[src/rtl/seq_div.sv]
// rtl/seq_div.sv - restoring sequential divider (DIV/DIVU), one quotient bit per clock
// Optional DIV_ZERO_TRAP_EN: zero divisor finishes immediately with div_zero raised.
module seq_div #(
   parameter int WIDTH = 32
) (
   input  logic             clk,
   input  logic             reset,
   input  logic             start,
   input  logic             is_signed,
   input  logic [WIDTH-1:0] dividend,
   input  logic [WIDTH-1:0] divisor,
   output logic [WIDTH-1:0] quotient,
   output logic [WIDTH-1:0] remainder,
   output logic             busy,
   output logic             done,
   output logic             div_zero
);

   typedef enum logic [1:0] {IDLE, CALC, FIX, DONE} state_t;

   localparam int            CW   = $clog2(WIDTH + 1);
   localparam logic [CW-1:0] LAST = CW'(WIDTH);

   state_t           state, state_next;
   logic [CW-1:0]    cnt;
   logic [WIDTH-1:0] rem, quo, dvs;
   logic             sign_a, sign_b, sgn;
   logic             neg_a, neg_b;
   logic [WIDTH-1:0] mag_a, mag_b;
   logic [WIDTH:0]   shifted, diff;
   logic             fits;
   logic             trap;

   // WIDTH+1-bit subtract keeps |-2^(WIDTH-1)| and full-range unsigned operands exact
   always_comb begin
      neg_a   = is_signed & dividend[WIDTH-1];
      neg_b   = is_signed & divisor[WIDTH-1];
      mag_a   = neg_a ? -dividend : dividend;
      mag_b   = neg_b ? -divisor : divisor;
      shifted = {rem, quo[WIDTH-1]};
      diff    = shifted - {1'b0, dvs};
      fits    = ~diff[WIDTH];
   end

`ifdef DIV_ZERO_TRAP_EN
   assign trap = (divisor == '0);
`else
   assign trap = 1'b0;
   assign div_zero = 1'b0;
`endif

   always_ff @(posedge clk or negedge reset) begin
      if (!reset) state <= IDLE;
      else        state <= state_next;
   end

   always_comb begin
      state_next = state;
      case (state)
         IDLE: if (start) state_next = trap ? DONE : CALC;
         CALC: if (cnt == LAST) state_next = FIX;
         FIX:  state_next = DONE;
         DONE: state_next = IDLE;
         default: state_next = IDLE;
      endcase
   end

   assign busy = (state != IDLE);

   always_ff @(posedge clk or negedge reset) begin
      if (!reset) begin
         quotient  <= '0;
         remainder <= '0;
         done      <= 1'b0;
`ifdef DIV_ZERO_TRAP_EN
         div_zero  <= 1'b0;
`endif
         rem       <= '0;
         quo       <= '0;
         dvs       <= '0;
         cnt       <= '0;
         sign_a    <= 1'b0;
         sign_b    <= 1'b0;
         sgn       <= 1'b0;
      end else begin
         case (state)
            IDLE: begin
               if (start) begin
                  sign_a <= neg_a;
                  sign_b <= neg_b;
                  sgn    <= is_signed;
                  quo    <= mag_a;
                  dvs    <= mag_b;
                  rem    <= '0;
                  cnt    <= '0;
`ifdef DIV_ZERO_TRAP_EN
                  if (trap) begin
                     quotient  <= '1;
                     remainder <= dividend;
                     div_zero  <= 1'b1;
                     done      <= 1'b1;
                  end
`endif
               end
            end
            CALC: begin
               // The cycle with cnt == LAST only hands over to FIX
               if (cnt != LAST) begin
                  rem <= fits ? diff[WIDTH-1:0] : shifted[WIDTH-1:0];
                  quo <= {quo[WIDTH-2:0], fits};
                  cnt <= cnt + 1'b1;
               end
            end
            FIX: begin
               quotient  <= (sgn & (sign_a ^ sign_b)) ? -quo : quo;
               remainder <= (sgn & sign_a) ? -rem : rem;
               done      <= 1'b1;
            end
            DONE: begin
               done <= 1'b0;
`ifdef DIV_ZERO_TRAP_EN
               div_zero <= 1'b0;
`endif
            end
            default: ;
         endcase
      end
   end

endmodule

[config.mk]
export PLATFORM = sky130hd
export DESIGN_NAME = seq_div
export DESIGN_NICKNAME = d
export VERILOG_FILES = /design/src/rtl/seq_div.sv
export SDC_FILE = /design/constraint.sdc
export NUM_CORES = 1
export LEC_CHECK = 0
export CORE_UTILIZATION = 50
export DETAILED_ROUTE_END_ITERATION = 12
export PLACE_DENSITY = 0.73
export REMOVE_ABC_BUFFERS = 1
export SYNTH_ARGS = -nofsm -noshare
export SYNTH_HDL_FRONTEND = slang
export SYNTH_SLANG_ARGS = --single-unit
[constraint.sdc]
create_clock -name clk -period 3.6 [get_ports clk]
set_input_delay 0.36 -clock clk [delete_from_list [all_inputs] [get_ports clk]]
set_output_delay 0.36 -clock clk [all_outputs]
set_load 0.01 [all_outputs]
* Word-level counts from Yosys, hierarchy flattened
Index checks and enable logic that the tools add are counted.
** Storage, ports and cells
- Word-level logic and storage cells :: 56
- Flip-flop bits (word level) :: 172
- Input bits :: 68
** Cells by class
- Add/sub/neg operators :: 6
- Mux-type cells :: 18
- Bitwise logic cells :: 6
- Eq/ne operators :: 8
- Reduce and logical (&&, ||, !) cells :: 7
** Operators by type and width (count)
- 32-bit two-way mux :: 9
- 32-bit negator :: 4
- 32-bit case mux with 2 select lines :: 2
- 33-bit by 32-bit subtractor with 33-bit output :: 1
- 6-bit two-way mux :: 2
- 6-bit case mux with 2 select lines :: 1
- 2-bit case mux with 4 select lines :: 1
- 6-bit by 1-bit adder with 6-bit output, second input constant :: 1
- 6-bit == test, second input constant :: 1
- 2-bit != test, second input constant :: 3
- 6-bit != test, second input constant :: 1
- 2-bit nonzero test :: 3
- 1-bit bitwise AND :: 4
- 2-bit == test, second input constant :: 2
- 2-bit two-way mux :: 2
- 2-bit AND reduction :: 2
- 3-bit AND reduction :: 1
- 2-bit by 1-bit == test with 1-bit output, second input constant :: 1
- 2-bit logical NOT :: 1
- 1-bit case mux with 2 select lines :: 1
- 1-bit inverter :: 1
- 1-bit bitwise XOR :: 1

* Logic depth before layout (Yosys ltp)
Gate-level depths: netlist of the first run.
- Depth in word-level cells :: 4
- Depth in mapped cells :: 13
- Mapped depth without buffers :: 12

* Worst setup path after synthesis of the first run
OpenSTA, ideal clock, no wires.
- Path type :: reg-to-reg
- Start point :: reg quo[31]
- End point :: reg rem[30]
- Setup time :: 66 ps
- Data required time :: 3534 ps
- Arrival time :: 2910 ps
- Slack :: 624 ps
- Stages on the path, launching flop included :: 13
- Buffers on the path :: 0
- Path through :: dfrtp_1 -> inv_1 -> ha_1 -> fa_1 -> nand2b_1 -> a2111oi_0 -> a211oi_1 -> or2_2 -> o31ai_1 -> a221o_1 -> a31oi_1 -> mux2_2 -> nand2_1
** Between the ends
- Longest elaborated chain between the ends :: 4
** Ends and longest elaborated chain
- from (decl) :: RTL line 26 : logic [WIDTH-1:0] rem, quo, dvs;
- from (signal assigned) :: RTL line 92 : quo <= mag_a;
- from (signal assigned) :: RTL line 110 : quo <= {quo[WIDTH-2:0], fits};
- 33-bit by 32-bit subtractor with 33-bit output :: RTL line 41 : diff = shifted - {1'b0, dvs};
- 32-bit two-way mux :: RTL line 109 : rem <= fits ? diff[WIDTH-1:0] : shifted[WIDTH-1:0];
- 32-bit two-way mux :: RTL line 108 : if (cnt != LAST) begin
- 32-bit case mux with 2 select lines :: RTL line 86 : case (state)
- to (signal assigned) :: RTL line 109
- to (decl) :: RTL line 26
No other way between the ends. The select of a mux whose other input is x is not followed.
A chain may end at the register's enable or synchronous reset.

* Final worst setup path of the first run
- Start point :: reg rem[22]
- End point :: reg rem[31]
** Between the ends
- Longest elaborated chain between the ends :: 4
** Ends and longest elaborated chain (RTL line)
- 33-bit by 32-bit subtractor with 33-bit output :: 41
- 32-bit two-way mux :: 109
- 32-bit two-way mux :: 108
- 32-bit case mux with 2 select lines :: 86
No other way between the ends. The select of a mux whose other input is x is not followed.

==> flow_summary.yaml, run 1 <==
status:
  status: "finished clean"
cts:
  clockRootBuffer: "clkbuf_16"
  cts_tree: "done"
  cts_buffer_depth: 2
  cts_buffers: 17
  htreeDepth: 4
  cts_sinks: 172
  clk_latency_ns: 0.44
  clk_pin_slew_ns: 0.07
synth:
  synth_cells: 1351
  yosys_warnings: 0
  seq_area_frac_synth_pct: 38.7
  async_reset_ff_share_pct: 100
  avgSynthCellArea_um2: 8.24
  ys_ff_latch: 172
  synth_edf_count: 0
  ys_types: 58
  synth_ff_type: "dfrtp_1"
  syn_area_um2: 11100
floorplanning:
  die_area_um2: 22900
  die_y_um: 151
  initial_core_util_pct: 51.0
  num_rows: 54
  ios: 135
  core_um2: 21800
  dieWidth_um: 151
setup_path:
  worstSetupStartpoint: "rem[22]"
  worstPathArrival_ns: 3.75
  r2r-start: "rem[22]"
  startpoint_type: "register"
  slowest_delay_ns: 0.45
  worstPathMaxFanout: 15
  criticalPathCategory: "register to register"
  r2r_cells: 11
  cpMaxStageDelayCell: "dfrtp_1"
  crit_path_cell_trace: "ha_1, a21oi_1, o21ai_0, a2111oi_0, o31ai_1, a31oi_1, xor2_1, buf_12, or3_1, mux2_2, nand2_1"
  worst_ep_required_time_ns: 3.97
  cp-end-kind: "register"
cells_and_area:
  final_common_cell: "a21oi_1"
  layout_common_cells: "173 x a21oi_1, 172 x dfrtp_1, 158 x nor2_1"
  areaGrowthSynthToFinish_pct: 20.7
  drive_gt1_share_pct: 5.63
  final.fill_count: 1927
  design_area_um2: 13400
  fin_nets: 1572
timing:
  period_share_pct: 93.8
  maxSlewViolCount: 0
  setup_viol: 0
  hold_violations: 0
  grt_setup_unrepaired: "false"
  fmax_mhz: 296
  clock_skew_ns: 0.00932
  tightestPinTransition_ns: 0.945
  finalCriticalPeriod_ns: 3.38
  slew_headroom_pct: 36.7
placed_design:
  placed_area_um2: 12800
  gp_congestion: 0.917
  dpl.hpwl_um: 20700
  portBuffers: 133
global_route:
  grt_pass1_vias: 9576
  grtUsageTotal_pct: 26.5
  grt_pass1_wl_um: 47600
  globalRouteOverflowTotal: 0
  antenna_found_initial: 1
  grt_max_degree: 75
route:
  wl_per_cell_um: 16.6
  drtIter0Drc: 701
  dr.pass1.iters: 7
  routed_wirelength_um: 29100
  via_count: 9970
  viasPerCell: 5.68
  ant_nets: 0
  drc_errors: 0
pwr:
  finalPower_w: 0.0134
  powerDensity_nw_per_um2: 995
  leakagePower_nw: 5.64
  ir_worst_vdd_mv: 0.542
min_path:
  hp-class: "primary input to asynchronous set/reset pin"
flow_run:
  drv_cap: 0
==> registers in the layout, summed over array words and instances (netlist names) <==
signal     count
done           1
quotient      32
state          2
quo           32
cnt            6
dvs           32
sign_a         1
sign_b         1
sgn            1
rem           32
remainder     32
==> worst max-delay path: cells and delay by family, from the launching register on <==
kind                     cells  cell delay (ns)
flip-flops                   1             0.45
multiplexers                 1             0.27
AND/OR/NAND/NOR              2             0.39
XOR/XNOR                     1             0.19
AO/OA/AOI/OAI                5             1.40
adder cells (fa/ha/maj)      1             0.42
buffers and inverters        1             0.19
==> repair_timing <==
action,4_1_cts,5_1_grt
endpoints found under the setup margin,0,17
hold buffers,1,0
hold endpoints to repair,57,0
gates resized for setup,0,3
buffers inserted,0,0
==> cells in the mapped netlist (all sizes together), types with 14 or more instances <==
| master | count | share of area [%] |
|---|---|---|
| xnor2 | 77 | 6.1 |
| o31ai | 21 | 1.4 |
| o21ai | 129 | 5.8 |
| ha | 43 | 4.8 |
| nand3 | 28 | 1.3 |
| inv | 59 | 2.0 |
| nor2 | 160 | 5.5 |
| a21oi | 174 | 7.8 |
| nor3 | 18 | 0.81 |
| dfrtp | 172 | 39 |
| clkbuf | 60 | 2.0 |
| nand2b | 17 | 0.96 |
| nor4 | 15 | 0.90 |
| nand2 | 134 | 4.5 |
| or3 | 14 | 0.83 |
| mux2i | 15 | 1.3 |
| a31oi | 17 | 0.96 |
| xor2 | 68 | 5.3 |
==> final timing paths <==
kind | to | slack (ns)
min in group clk | dvs[5] | 0.48
hold reg to reg | dvs[5] | 0.48
hold / removal | quotient[21] | 0.45
setup / recovery | rem[31] | 0.22
setup reg to reg | rem[31] | 0.22
max in group asynchronous | dvs[22] | 2.19
==> power by group <==
part	leakage (nW)	switching (W)	total, W	internal (W)
combinational	3.25	0.00441	0.00782	0.00340
clock	0.295	0.000838	0.00190	0.00106
sequential	2.09	0.000802	0.00366	0.00286
==> layout make-up <==
class / instances / area, um2 / share of cell area [%]
timing repair buffer: 158 / 1570 / 11.7
clock inverter: 14 / 161 / 1.20
sequential: 172 / 4300 / 32.0
multi-input combinational: 1052 / 6390 / 47.5
clock buffer: 18 / 439 / 3.27
antenna: 1 / 2.50 / 0.0186
inverter: 59 / 221 / 1.65
tap: 280 / 350 / 2.61
==> per-layer routing <==
metal / global-route usage [%] / routed length, um / share of wire [%] / vias up
met5: 0 / 0 / 0 / -
met4: 8.70 / 558 / 1.9 / 0
met3: 4.34 / 1050 / 3.6 / 37
met2: 42.6 / 13900 / 48 / 240
met1: 36.1 / 13600 / 47 / 4769
li1: - / - / - / 4924
==> metrics by stage <==
stage	cells	setup slack (ns)	setup TNS [ns]	hold slack, ns	util, %
after CTS	1753	0.0957	0	0.481	61.5
after global routing	1754	0.0219	0	0.510	61.6
after global placement	1720	0.351	0	0.377	58.7
final	1754	0.222	0	0.451	61.6
after detailed placement	1720	0.204	0	0.369	58.7
after floorplan	1283	-1.03	-42.00	0.0644	-
==> cells by family (layout without fill, tap and decap cells) <==
logic type	after synthesis	in the layout	synth area share, %
compound gates	398	398	20.3
xor+xnor	145	145	11.4
fa+ha+maj	44	44	5.01
buf+inv	127	249	4.36
flops	172	172	38.7
mux	23	23	2.16
other cells	1	2	0.0337
simple gates	441	441	18.1
No activity file was read; power rests on OpenSTA's default activity.
==> inputs of run 2 (changes only) <==
- CORE_MARGIN: unset -> 3
==> run 2 against run 1 <==
The flow now finishes with violations (hold timing). Sequential cell count unchanged. Routed wire length up 1.7%. Clock power about the same. Cell count down 0.17%. Die area up 5.4%. Combinational power up 0.9%. Register-to-register slack about the same. Largest cell class unchanged.
==> flow_summary.yaml, run 2 (same netlist as run 1, synthesis figures left out) <==
global_route:
  antenna_found_initial: 1
  grt_max_degree: 87
  grt_pass1_vias: 9864
  grtUsageTotal_pct: 24.6
  grt_pass1_wl_um: 48500
  globalRouteOverflowTotal: 0
cells_and_area:
  areaGrowthSynthToFinish_pct: 20.9
  layout_common_cells: "173 x a21oi_1, 172 x dfrtp_1, 158 x nor2_1"
  final_core_util_pct: 62.9
  design_area_um2: 13500
  fin_nets: 1574
  final_common_cell: "a21oi_1"
  drive_gt1_share_pct: 5.90
cts:
  htreeDepth: 4
  cts_buffers: 17
  cts_tree: "done"
  cts_sinks: 172
  clk_pin_slew_ns: 0.07
  clockRootBuffer: "clkbuf_16"
  clk_latency_ns: 0.43
  cts_buffer_depth: 2
timing:
  whs_ns: -0.00339
  period_share_pct: 93.8
  slew_headroom_pct: 42.6
  maxSlewViolCount: 0
  setup_viol: 0
  tightestPinTransition_ns: 0.859
  hold_violations: 2
  fin_setup_tns_ns: 0
  clock_skew_ns: 0.00958
  fmax_mhz: 296
  finalCriticalPeriod_ns: 3.38
route:
  drtIter0Drc: 667
  ant_nets: 0
  routed_wirelength_um: 29600
  drc_errors: 0
  dr.pass1.iters: 5
  wl_per_cell_um: 16.9
  viasPerCell: 5.70
  via_count: 9983
floorplanning:
  num_rows: 53
  initial_core_util_pct: 52.0
  dieWidth_um: 155
  ios: 135
  core_um2: 21400
  die_area_um2: 24100
  die_y_um: 155
setup_path:
  worstPathArrival_ns: 3.74
  r2r-start: "rem[22]"
  worstPathMaxFanout: 8
  r2r_cells: 11
  cp-end-kind: "register"
  worstSetupStartpoint: "rem[22]"
  reg2reg_slack_ns: 0.22
  startpoint_type: "register"
  cp-endpoint: "rem[26]"
  criticalPathCategory: "register to register"
  rr_endpoint: "rem[26]"
  worst_ep_required_time_ns: 3.97
pwr:
  intPower_w: 0.00735
  seqPwrFrac_pct: 27.2
  leakagePower_nw: 5.64
  powerDensity_nw_per_um2: 1000
  ir_worst_vdd_mv: 0.457
  power_frac_clock_pct: 14.2
  swShare_pct: 45.4
  power.switching_w: 0.00611
  share_comb_of_total_power_pct: 58.6
min_path:
  hp-class: "primary input to asynchronous set/reset pin"
placed_design:
  dpl.hpwl_um: 21000
  gp_congestion: 0.925
  portBuffers: 133
  placed_area_um2: 12800
status:
  status: "complete, but fails checks"
  violations: "hold timing"
flow_run:
  drv_cap: 0
[run 2: changes by cell type in the layout (fill, tap and decap cells not counted), sizes merged]
| cell | before | now |
|---|---|---|
| dlygate4sd3 | 1 | 0 |
| clkbuf | 18 | 17 |
| buf | 25 | 28 |
| inv | 63 | 65 |
| clkinvlp | 1 | 3 |
| clkinv | 7 | 4 |
[run 2: cell type report]
class / count / area, um2
Timing Repair Buffer: 160 / 1590
Sequential cell: 172 / 4300
Inverter: 59 / 221
Multi-Input combinational cell: 1052 / 6400
Tap cell: 275 / 344
Antenna cell: 1 / 2.50
Fill cell: 1849 / 7950
Clock buffer: 17 / 425
Clock inverter: 15 / 184
[run 2: what timing repair did]
action	in CTS	in global routing
setup endpoints to repair	0	1
resized for setup	0	5
hold buffers	0	0
setup buffers	0	0
[run 2: worst min-delay path by stage]
stage | startpoint | to | slack, ns | cells after the start
after floorplan | reset | cnt[0] | 0.06 | 0
after global placement | dvs[23] | dvs[23] | 0.46 | 2
after detailed placement | dvs[15] | dvs[15] | 0.47 | 2
after CTS | reset | remainder[20] | 0.02 | 1
after global routing | reset | remainder[20] | 0.04 | 1
final | reset | remainder[20] | -0.003 | 1
[run 2: layer usage]
metal | up-vias | track usage (%) | part of all wire [%]
met3 | 52 | 3.73 | 5.9
met1 | 4669 | 33.2 | 44
met5 | - | 0 | 0
met2 | 330 | 40.3 | 47
met4 | 0 | 9.05 | 2.7
li1 | 4932 | - | -
[run 2: power by group through the flow]
| stage | registers (W) | logic, W | clock network (W) |
|---|---|---|---|
| after CTS | 0.00365 | 0.00781 | 0.00195 |
| after global placement | 0.00365 | 0.00756 | 0 |
| after detailed placement | 0.00368 | 0.00772 | 0 |
| final | 0.00366 | 0.00789 | 0.00192 |
| after floorplan | 0.00369 | 0.00502 | 0 |
| after global routing | 0.00379 | 0.00877 | 0.00203 |
[run 2: per-stage QoR]
stage | power (W) | std cells | setup slack (ns)
3_5_place_dp | 0.0114 | 1718 | 0.213
2_1_floorplan | 0.00871 | 1283 | -1.03
5_1_grt | 0.0146 | 1751 | -0.0716
6_report | 0.0135 | 1751 | 0.222
4_1_cts | 0.0134 | 1750 | 0.197
3_3_place_gp | 0.0112 | 1718 | 0.348
[run 2: critical path, cell delays in order, from the launching register on]
cell and delay [ns]:
dfrtp_1 0.45, ha_1 0.41, a21oi_1 0.26, o21ai_0 0.21
a2111oi_1 0.46, o31ai_1 0.14, a31oi_1 0.35, xor2_1 0.17
buf_4 0.19, or3_1 0.33, mux2_2 0.26, nand2_1 0.08
